## config.mk

```make
export PLATFORM = sky130hd
export DESIGN_NAME = rom_dl_dispatch
export DESIGN_NICKNAME = d
export VERILOG_FILES = /design/src/rtl/rom_dl_dispatch.sv
export SDC_FILE = /design/constraint.sdc
export NUM_CORES = 1
export LEC_CHECK = 0
export ABC_AREA = 0
export BUFFER_PORTS_ARGS = -buffer_cell sky130_fd_sc_hd__buf_4
export CORE_MARGIN = 2
export CORE_UTILIZATION = 31
export DETAILED_ROUTE_END_ITERATION = 12
export PLACE_DENSITY_LB_ADDON = 0.2
export SLEW_MARGIN = 5
export SYNTH_ARGS = -nofsm -noshare
export SYNTH_HDL_FRONTEND = slang
export SYNTH_SLANG_ARGS = --single-unit
export TNS_END_PERCENT = 50
```

## constraint.sdc

```tcl
create_clock -name clk_49m -period 2.2 [get_ports clk_49m]
set_input_delay 0.22 -clock clk_49m [delete_from_list [all_inputs] [get_ports clk_49m]]
set_output_delay 0.22 -clock clk_49m [all_outputs]
set_load 0.02 [all_outputs]
```

## src/rtl/rom_dl_dispatch.sv

```systemverilog
// ioctl download dispatcher: region decode, byte-to-word packing,
// registered word write strobes, per-region completion and error flags.
module rom_dl_dispatch #(
  parameter int NUM_REGIONS = 4,
  parameter int ADDR_W = 25,
  parameter int WORD_BYTES = 1,
  parameter int OFFS_W = 16,
  parameter logic [NUM_REGIONS*8-1:0] REGION_INDEX = '0,
  parameter logic [NUM_REGIONS*ADDR_W-1:0] REGION_BASE = '0,
  parameter logic [NUM_REGIONS*ADDR_W-1:0] REGION_SIZE = '0
) (
  input  logic                    clk_49m,
  input  logic                    reset,
  input  logic                    ioctl_download,
  input  logic [7:0]              ioctl_index,
  input  logic [ADDR_W-1:0]       ioctl_addr,
  input  logic [7:0]              ioctl_data,
  input  logic                    ioctl_wr,
  output logic [NUM_REGIONS-1:0]  rom_cs,
  output logic                    rom_we,
  output logic [OFFS_W-1:0]       rom_addr,
  output logic [8*WORD_BYTES-1:0] rom_data,
  output logic [NUM_REGIONS-1:0]  region_done,
  output logic                    err_unmapped,
  output logic                    err_order,
  output logic                    err_overrun,
  output logic                    busy
);

  localparam int RW = (NUM_REGIONS > 1) ? $clog2(NUM_REGIONS) : 1;
  localparam int LW = (WORD_BYTES > 1) ? $clog2(WORD_BYTES) : 1;
  localparam int DW = 8 * WORD_BYTES;
  localparam logic [ADDR_W-1:0] WB_A = ADDR_W'(WORD_BYTES);
  localparam logic [LW-1:0] LAST_LANE = LW'(WORD_BYTES - 1);
  localparam logic [WORD_BYTES-1:0] FULL = '1;

  typedef enum logic {S_IDLE, S_PART} state_e;

  state_e                 state_q, state_d, st;
  logic [DW-1:0]          buf_q, buf_d, bf, nbuf;
  logic [WORD_BYTES-1:0]  mask_q, mask_d, mk, nmask, lane_oh;
  logic [RW-1:0]          kr_q, kr_d;
  logic [OFFS_W-1:0]      ko_q, ko_d;
  logic                   dv_q, dv_d;
  logic [RW-1:0]          dr_q, dr_d;
  logic [OFFS_W-1:0]      do_q, do_d;
  logic [DW-1:0]          dd_q, dd_d;
  logic                   dl_q, acc_q, acc_d;
  logic                   we_q, we_d;
  logic [NUM_REGIONS-1:0] cs_q, cs_d;
  logic [OFFS_W-1:0]      addr_q, addr_d;
  logic [DW-1:0]          data_q, data_d;
  logic [NUM_REGIONS-1:0] done_q, done_d;
  logic                   eu_q, eu_d, eo_q, eo_d, ev_q, ev_d;
  logic                   busy_q, busy_d;

  logic                   hit;
  logic [RW-1:0]          hit_r;
  logic [ADDR_W-1:0]      hit_off;
  logic [LW-1:0]          lane;
  logic [OFFS_W-1:0]      woff;
  logic                   rise, fall, wr_in, coll;
  logic                   em;
  logic [RW-1:0]          em_r;
  logic [OFFS_W-1:0]      em_o;
  logic [DW-1:0]          em_d;

  function automatic logic [OFFS_W-1:0] last_word(logic [RW-1:0] r);
    logic [ADDR_W-1:0] sz;
    sz = REGION_SIZE[ADDR_W*r +: ADDR_W];
    return OFFS_W'(sz / WB_A - ADDR_W'(1));
  endfunction

  // Scan high to low so the lowest matching region wins.
  always_comb begin
    hit = 1'b0;
    hit_r = '0;
    hit_off = '0;
    for (int i = NUM_REGIONS - 1; i >= 0; i--) begin
      if (ioctl_index == REGION_INDEX[8*i +: 8] &&
          ioctl_addr >= REGION_BASE[ADDR_W*i +: ADDR_W] &&
          (ioctl_addr - REGION_BASE[ADDR_W*i +: ADDR_W]) <
            REGION_SIZE[ADDR_W*i +: ADDR_W]) begin
        hit = 1'b1;
        hit_r = RW'(i);
        hit_off = ioctl_addr - REGION_BASE[ADDR_W*i +: ADDR_W];
      end
    end
  end

  assign lane = LW'(hit_off % WB_A);
  assign woff = OFFS_W'(hit_off / WB_A);
  assign lane_oh = WORD_BYTES'(1) << lane;

  always_comb begin
    rise = ioctl_download & ~dl_q;
    fall = ~ioctl_download & dl_q;
    wr_in = ioctl_download & ioctl_wr;
    acc_d = wr_in & ~acc_q;

    st = rise ? S_IDLE : state_q;
    bf = rise ? '0 : buf_q;
    mk = rise ? '0 : mask_q;

    state_d = st;
    buf_d = bf;
    mask_d = mk;
    kr_d = kr_q;
    ko_d = ko_q;
    dv_d = 1'b0;
    dr_d = dr_q;
    do_d = do_q;
    dd_d = dd_q;

    done_d = rise ? '0 : done_q;
    eu_d = ~rise & eu_q;
    eo_d = ~rise & eo_q;
    ev_d = ~rise & ev_q;

    em = 1'b0;
    em_r = '0;
    em_o = '0;
    em_d = '0;
    nbuf = '0;
    nmask = '0;
    coll = 1'b0;

    if (dv_q) begin
      em = 1'b1;
      em_r = dr_q;
      em_o = do_q;
      em_d = dd_q;
    end

    if (fall && st == S_PART) begin
      em = 1'b1;
      em_r = kr_q;
      em_o = ko_q;
      em_d = bf;
      eo_d = 1'b1;
      state_d = S_IDLE;
      buf_d = '0;
      mask_d = '0;
    end

    if (wr_in & acc_q) ev_d = 1'b1;
    if (acc_d & ~hit) eu_d = 1'b1;

    if (acc_d & hit) begin
      if (st == S_PART && (kr_q != hit_r || ko_q != woff)) begin
        coll = 1'b1;
        em = 1'b1;
        em_r = kr_q;
        em_o = ko_q;
        em_d = bf;
        eo_d = 1'b1;
      end else begin
        nbuf = bf;
        nmask = mk;
      end
      nbuf[8*lane +: 8] = ioctl_data;
      nmask = nmask | lane_oh;
      if (lane == LAST_LANE) begin
        if (nmask != FULL) eo_d = 1'b1;
        state_d = S_IDLE;
        buf_d = '0;
        mask_d = '0;
        // The flush owns this cycle's strobe; the new word goes next.
        if (coll) begin
          dv_d = 1'b1;
          dr_d = hit_r;
          do_d = woff;
          dd_d = nbuf;
        end else begin
          em = 1'b1;
          em_r = hit_r;
          em_o = woff;
          em_d = nbuf;
        end
      end else begin
        state_d = S_PART;
        buf_d = nbuf;
        mask_d = nmask;
        kr_d = hit_r;
        ko_d = woff;
      end
    end

    we_d = em;
    cs_d = em ? (NUM_REGIONS'(1) << em_r) : '0;
    addr_d = em ? em_o : '0;
    data_d = em ? em_d : '0;
    if (em && em_o == last_word(em_r)) done_d[em_r] = 1'b1;
    busy_d = (state_d == S_PART) | em | dv_d;
  end

  always_ff @(posedge clk_49m or negedge reset) begin
    if (!reset) begin
      state_q <= S_IDLE;
      buf_q <= '0;
      mask_q <= '0;
      kr_q <= '0;
      ko_q <= '0;
      dv_q <= 1'b0;
      dr_q <= '0;
      do_q <= '0;
      dd_q <= '0;
      dl_q <= 1'b0;
      acc_q <= 1'b0;
      we_q <= 1'b0;
      cs_q <= '0;
      addr_q <= '0;
      data_q <= '0;
      done_q <= '0;
      eu_q <= 1'b0;
      eo_q <= 1'b0;
      ev_q <= 1'b0;
      busy_q <= 1'b0;
    end else begin
      state_q <= state_d;
      buf_q <= buf_d;
      mask_q <= mask_d;
      kr_q <= kr_d;
      ko_q <= ko_d;
      dv_q <= dv_d;
      dr_q <= dr_d;
      do_q <= do_d;
      dd_q <= dd_d;
      dl_q <= ioctl_download;
      acc_q <= acc_d;
      we_q <= we_d;
      cs_q <= cs_d;
      addr_q <= addr_d;
      data_q <= data_d;
      done_q <= done_d;
      eu_q <= eu_d;
      eo_q <= eo_d;
      ev_q <= ev_d;
      busy_q <= busy_d;
    end
  end

  assign rom_we = we_q;
  assign rom_cs = cs_q;
  assign rom_addr = addr_q;
  assign rom_data = data_q;
  assign region_done = done_q;
  assign err_unmapped = eu_q;
  assign err_order = eo_q;
  assign err_overrun = ev_q;
  assign busy = busy_q;

endmodule

```

After elaboration in Yosys (flattened, before gate mapping)
Index checks and enable logic that the tools add are counted.
{"block": "word_totals", "reg_bits": 70, "in_bits": 45, "output_inout_bits": 37}
{"block": "op_classes", "order_cmp": 2, "n_eq_ne": 1, "muxes": 37, "bitwise_logic": 17, "reduce_logical": 9}
{"operator": "16-bit 2-to-1 mux", "count": 7}
{"operator": "8-bit 2-to-1 mux", "count": 9}
{"operator": "25-bit by 1-bit >= comparator with 1-bit output (second input constant)", "count": 1}
{"operator": "25-bit by 1-bit less-than comparator with 1-bit output (second input constant)", "count": 1}
{"operator": "1-bit 2-to-1 mux", "count": 20}
{"operator": "16-bit == test (second input constant)", "count": 1}
{"operator": "16-bit nonzero test", "count": 1}
{"operator": "1-bit AND", "count": 10}
{"operator": "8-bit zero test", "count": 1}
{"operator": "1-bit logical AND", "count": 5}
{"operator": "1-bit NOT", "count": 5}
{"operator": "4-bit 2-to-1 mux", "count": 1}
{"operator": "1-bit OR", "count": 2}
{"operator": "2-bit AND reduction", "count": 1}
{"operator": "2-bit nonzero test", "count": 1}

Longest topological paths before layout
{"block": "logic_depth", "ltp_word": 13, "mapped_depth": 3, "mapped_depth_nobuf": 3}

Worst setup path before layout
Ideal clock, no wire load.
{"block": "synth_timing", "kind": "register to register", "start": "reg dl_q", "end": "reg ev_q, in the netlist err_overrun", "arrival_ns": 0.885, "required_ns": 2.078, "path_slack_ns": 1.193, "stages_incl_launch_ff": 4, "cell_sequence": "dfrtp_1 -> nand2b_4 -> buf_6 -> a32o_1"}
{"block": "synth_between", "elab_chain_len": 5}
{"element": "start: declaration", "line_no": "48", "rtl": "logic dl_q, acc_q, acc_d;"}
{"element": "start signal: assignment", "line_no": "229", "rtl": "dl_q <= ioctl_download;"}
{"element": "1-bit NOT", "line_no": "96", "rtl": "rise = ioctl_download & ~dl_q;"}
{"element": "1-bit AND", "line_no": "96"}
{"element": "1-bit NOT", "line_no": "118", "rtl": "ev_d = ~rise & ev_q;"}
{"element": "1-bit AND", "line_no": "118"}
{"element": "1-bit 2-to-1 mux", "line_no": "146", "rtl": "if (wr_in & acc_q) ev_d = 1'b1;"}
{"element": "via ev_d", "line_no": "54", "rtl": "logic eu_q, eu_d, eo_q, eo_d, ev_q, ev_d;"}
{"element": "end signal: assignment", "line_no": "238", "rtl": "ev_q <= ev_d;"}
{"element": "end: declaration", "line_no": "54"}
The timed path passes the listed nets, and every way through them passes these cells.
A chain may end at the register's enable or synchronous reset.

Worst setup path after layout
{"block": "layout_timing", "start": "reg eo_q, in the netlist err_order", "end": "out err_order"}
{"element": "start: declaration", "line_no": "54"}
{"element": "start signal: assignment", "line_no": "237", "rtl": "eo_q <= eo_d;"}
{"element": "end: declaration", "line_no": "25", "rtl": "output logic err_order,"}
No word-level cell between the ends.

==> results.txt <==
Run status = completed
Root Buffer = clkbuf_4
Slowest stage delay, CP = 0.42 ns
Clock Latency Late Sink = 0.31 ns
First drt pass iteration count = 3
Antenna Nets Post-Route = 0
RSZ-0062 raised after global routing = no
Synthesized cell area = 1008 um^2
Cells on worst reg2reg path = 2
Layout Nets = 144
Met3 usage = 2.101%
Met2 GRT Util = 10.94%
Syn-to-layout area delta = 11.91%
Port buffer count = 17
Layout cells sized above 1 = 31.63%
H-tree levels = 1
Final HPWL DP = 891 um
Syn Inst Count = 79
Diode count = 0
Yosys warnings = 0
Post-Syn Area per Cell = 12.77 um^2
Skew final = 0.003205 ns
Netlist cell types = 19
Seq/Total Area, Yosys = 59.55%
Fillcell total = 318
Async set-reset flop share out of synthesis = 100.0%
Yosys reg bits = 24
Routed len/inst = 8.746 um
CP cell instances = buf_4
Sink Count = 24
Vias in the first global route = 422
Most frequent cells in the layout = dfrtp_1 (24), conb_1 (23), buf_4 (17), and3_1 (7)
IO Count = 82
DRC viols = 0
CTS tree = done
CP required = 1.98 ns
Clk buf depth = 2
Area leader, netlist = dfrtp_1
Most common cell after layout, fill and taps aside = dfrtp_1
Total Power = 0.0007641 W
FF-to-FF End = err_overrun$_DFF_PN0_
Critical Path Fanout Max = 3
Initial antenna violation count = 0
WHS Path Cells = 1
Max VDD drop = 0.2403 mV
First-pass GRT wire length = 1863 um
Core area = 3078 um^2
Largest net degree at the start of global routing = 25
Die area = 3725 um^2
CTS buffer count = 3
Die Span X = 61.04 um
CP arrival = 0.89 ns
EDFF count, synth = 0
DIE HEIGHT = 61.04 um
Leakage = 0.6565 nW
Peak Freq = 900.9 MHz
Count of final hold-check violations = 0
Crit path buf inv count = 1
Final min period = 1.110 ns
Pins Over Slew Limit = 0
Main synth FF type = dfrtp_1
Routability Congestion = 0.6806
# Post-CTS Setup Buffers = 0
DR vias/cell = 3.556
Critical path startpoint category = flip-flop
PwrDens = 677.0 nW/um^2
Worst Setup End Kind = output port
Total Routing Usage GR = 7.218%
Final worst-path cycle share = 50.46%
Main area contributors after synthesis = dfrtp_1 (60%), buf_4 (18%), and3_1 (4.3%)
Remaining Overflow, GRT = 0
Critical path class = flip-flop to output port
Reg2Reg Setup Slack = 1.20 ns
Critical Path Stages = 1
CP Capture Point = err_order
Worst hold path class = input pin to flip-flop
Routed wire length = 1242 um
GRT busiest layer = met2
Setup crit start = err_order$_DFF_PN0_
Initial drt markers = 9
Rows = 20
Setup_tns = 0 ns
Launch point of the worst reg-to-reg path = dl_q$_DFF_PN0_
Slowest-stage cell, CP = dfrtp_1
Final setup margin = 1.090 ns
Max Cap Violations = 0
Initial Util = 32.76%
DR vias = 505
Endpoints failing setup = 0
Critical path's top delay family = flip-flops
Register area = 600.6 um^2
Post-Place Setup Slack = 1.223 ns
CTS clk-pin slew, worst paths = 0.12 ns
Met1 Use GR = 8.177%
Multi-input gate area = 292.8 um^2
Synth top area share = 59.55%
state kept, by name (all words and copies together), names as in the netlist:
signal and cells:
acc_q 1, buf_q 8, busy 1, dl_q 1, err_order 1, err_overrun 1, err_unmapped 1, rom_cs 1
rom_data 8, state_q 1
cells by family after synthesis:
family	after synthesis	synth area share (%)
other	1	0.3719
and+or+nand+nor	24	17.62
DFF	24	59.55
AOI/OAI and AO/OA	4	2.853
buffers and inverters	26	19.60
layer usage:
layer,share of wire [%],up-vias
met3,11,4
met2,43,32
li1,-,244
met4,3.4,0
met1,43,225
met5,0,-
worst min path at each step:
stage / from / end / slack (ns)
after floorplan: reset / acc_q$_DFF_PN0_ / -0.08
after global placement: reset / rom_data[6]$_DFF_PN0_ / 0.13
after detailed placement: reset / rom_data[7]$_DFF_PN0_ / 0.13
after CTS: ioctl_download / dl_q$_DFF_PN0_ / 0.07
after global routing: ioctl_download / dl_q$_DFF_PN0_ / 0.07
final: ioctl_download / dl_q$_DFF_PN0_ / 0.08
synth_stat cells, types with 2 or more instances:
| master | number |
|---|---|
| dfrtp_1 | 24 |
| and3_2 | 2 |
| and2_1 | 4 |
| and2_4 | 4 |
| buf_4 | 24 |
| nand2_1 | 2 |
| and3_1 | 7 |
power breakdown:
part | total (W) | internal (W) | switching [W]
Combinational | 0.0000838 | 0.0000208 | 0.0000630
Sequential | 0.000457 | 0.000450 | 0.00000747
Clock | 0.000223 | 0.000101 | 0.000122
Total | 0.000764 | 0.000572 | 0.000192
worst reg2reg max path, delay by kind of cell (launching register included):
family          cells  cell delay (ns)
flops               1             0.47
compound gates      1             0.22
simple gates        1             0.22
cell type report:
class                      instances  share of cell area (%)
timing repair buffer              18                   12.20
tap                               44                   4.878
clock buffer                       4                   3.215
multi-input combinational         51                   25.94
sequential                        24                   53.22
inverter                           1                  0.5543
stage by stage:
stage / hold WS, ns / std cells / util (%) / area (um^2)
floorplan: -0.07559 / 101 / - / 1091
global placement: 0.1291 / 137 / 35.16 / 1082
detailed placement: 0.1294 / 137 / 35.16 / 1082
CTS: 0.07265 / 142 / 36.67 / 1129
global route: 0.07041 / 142 / 36.67 / 1129
finish: 0.07738 / 142 / 36.67 / 1129
what timing repair did:
item                                   in CTS  in global routing
endpoints found under the hold margin      24                  0
hold buffers                                1                  0
gates resized for setup                     0                  0
Note: power is estimated with default switching activity, not from simulation.
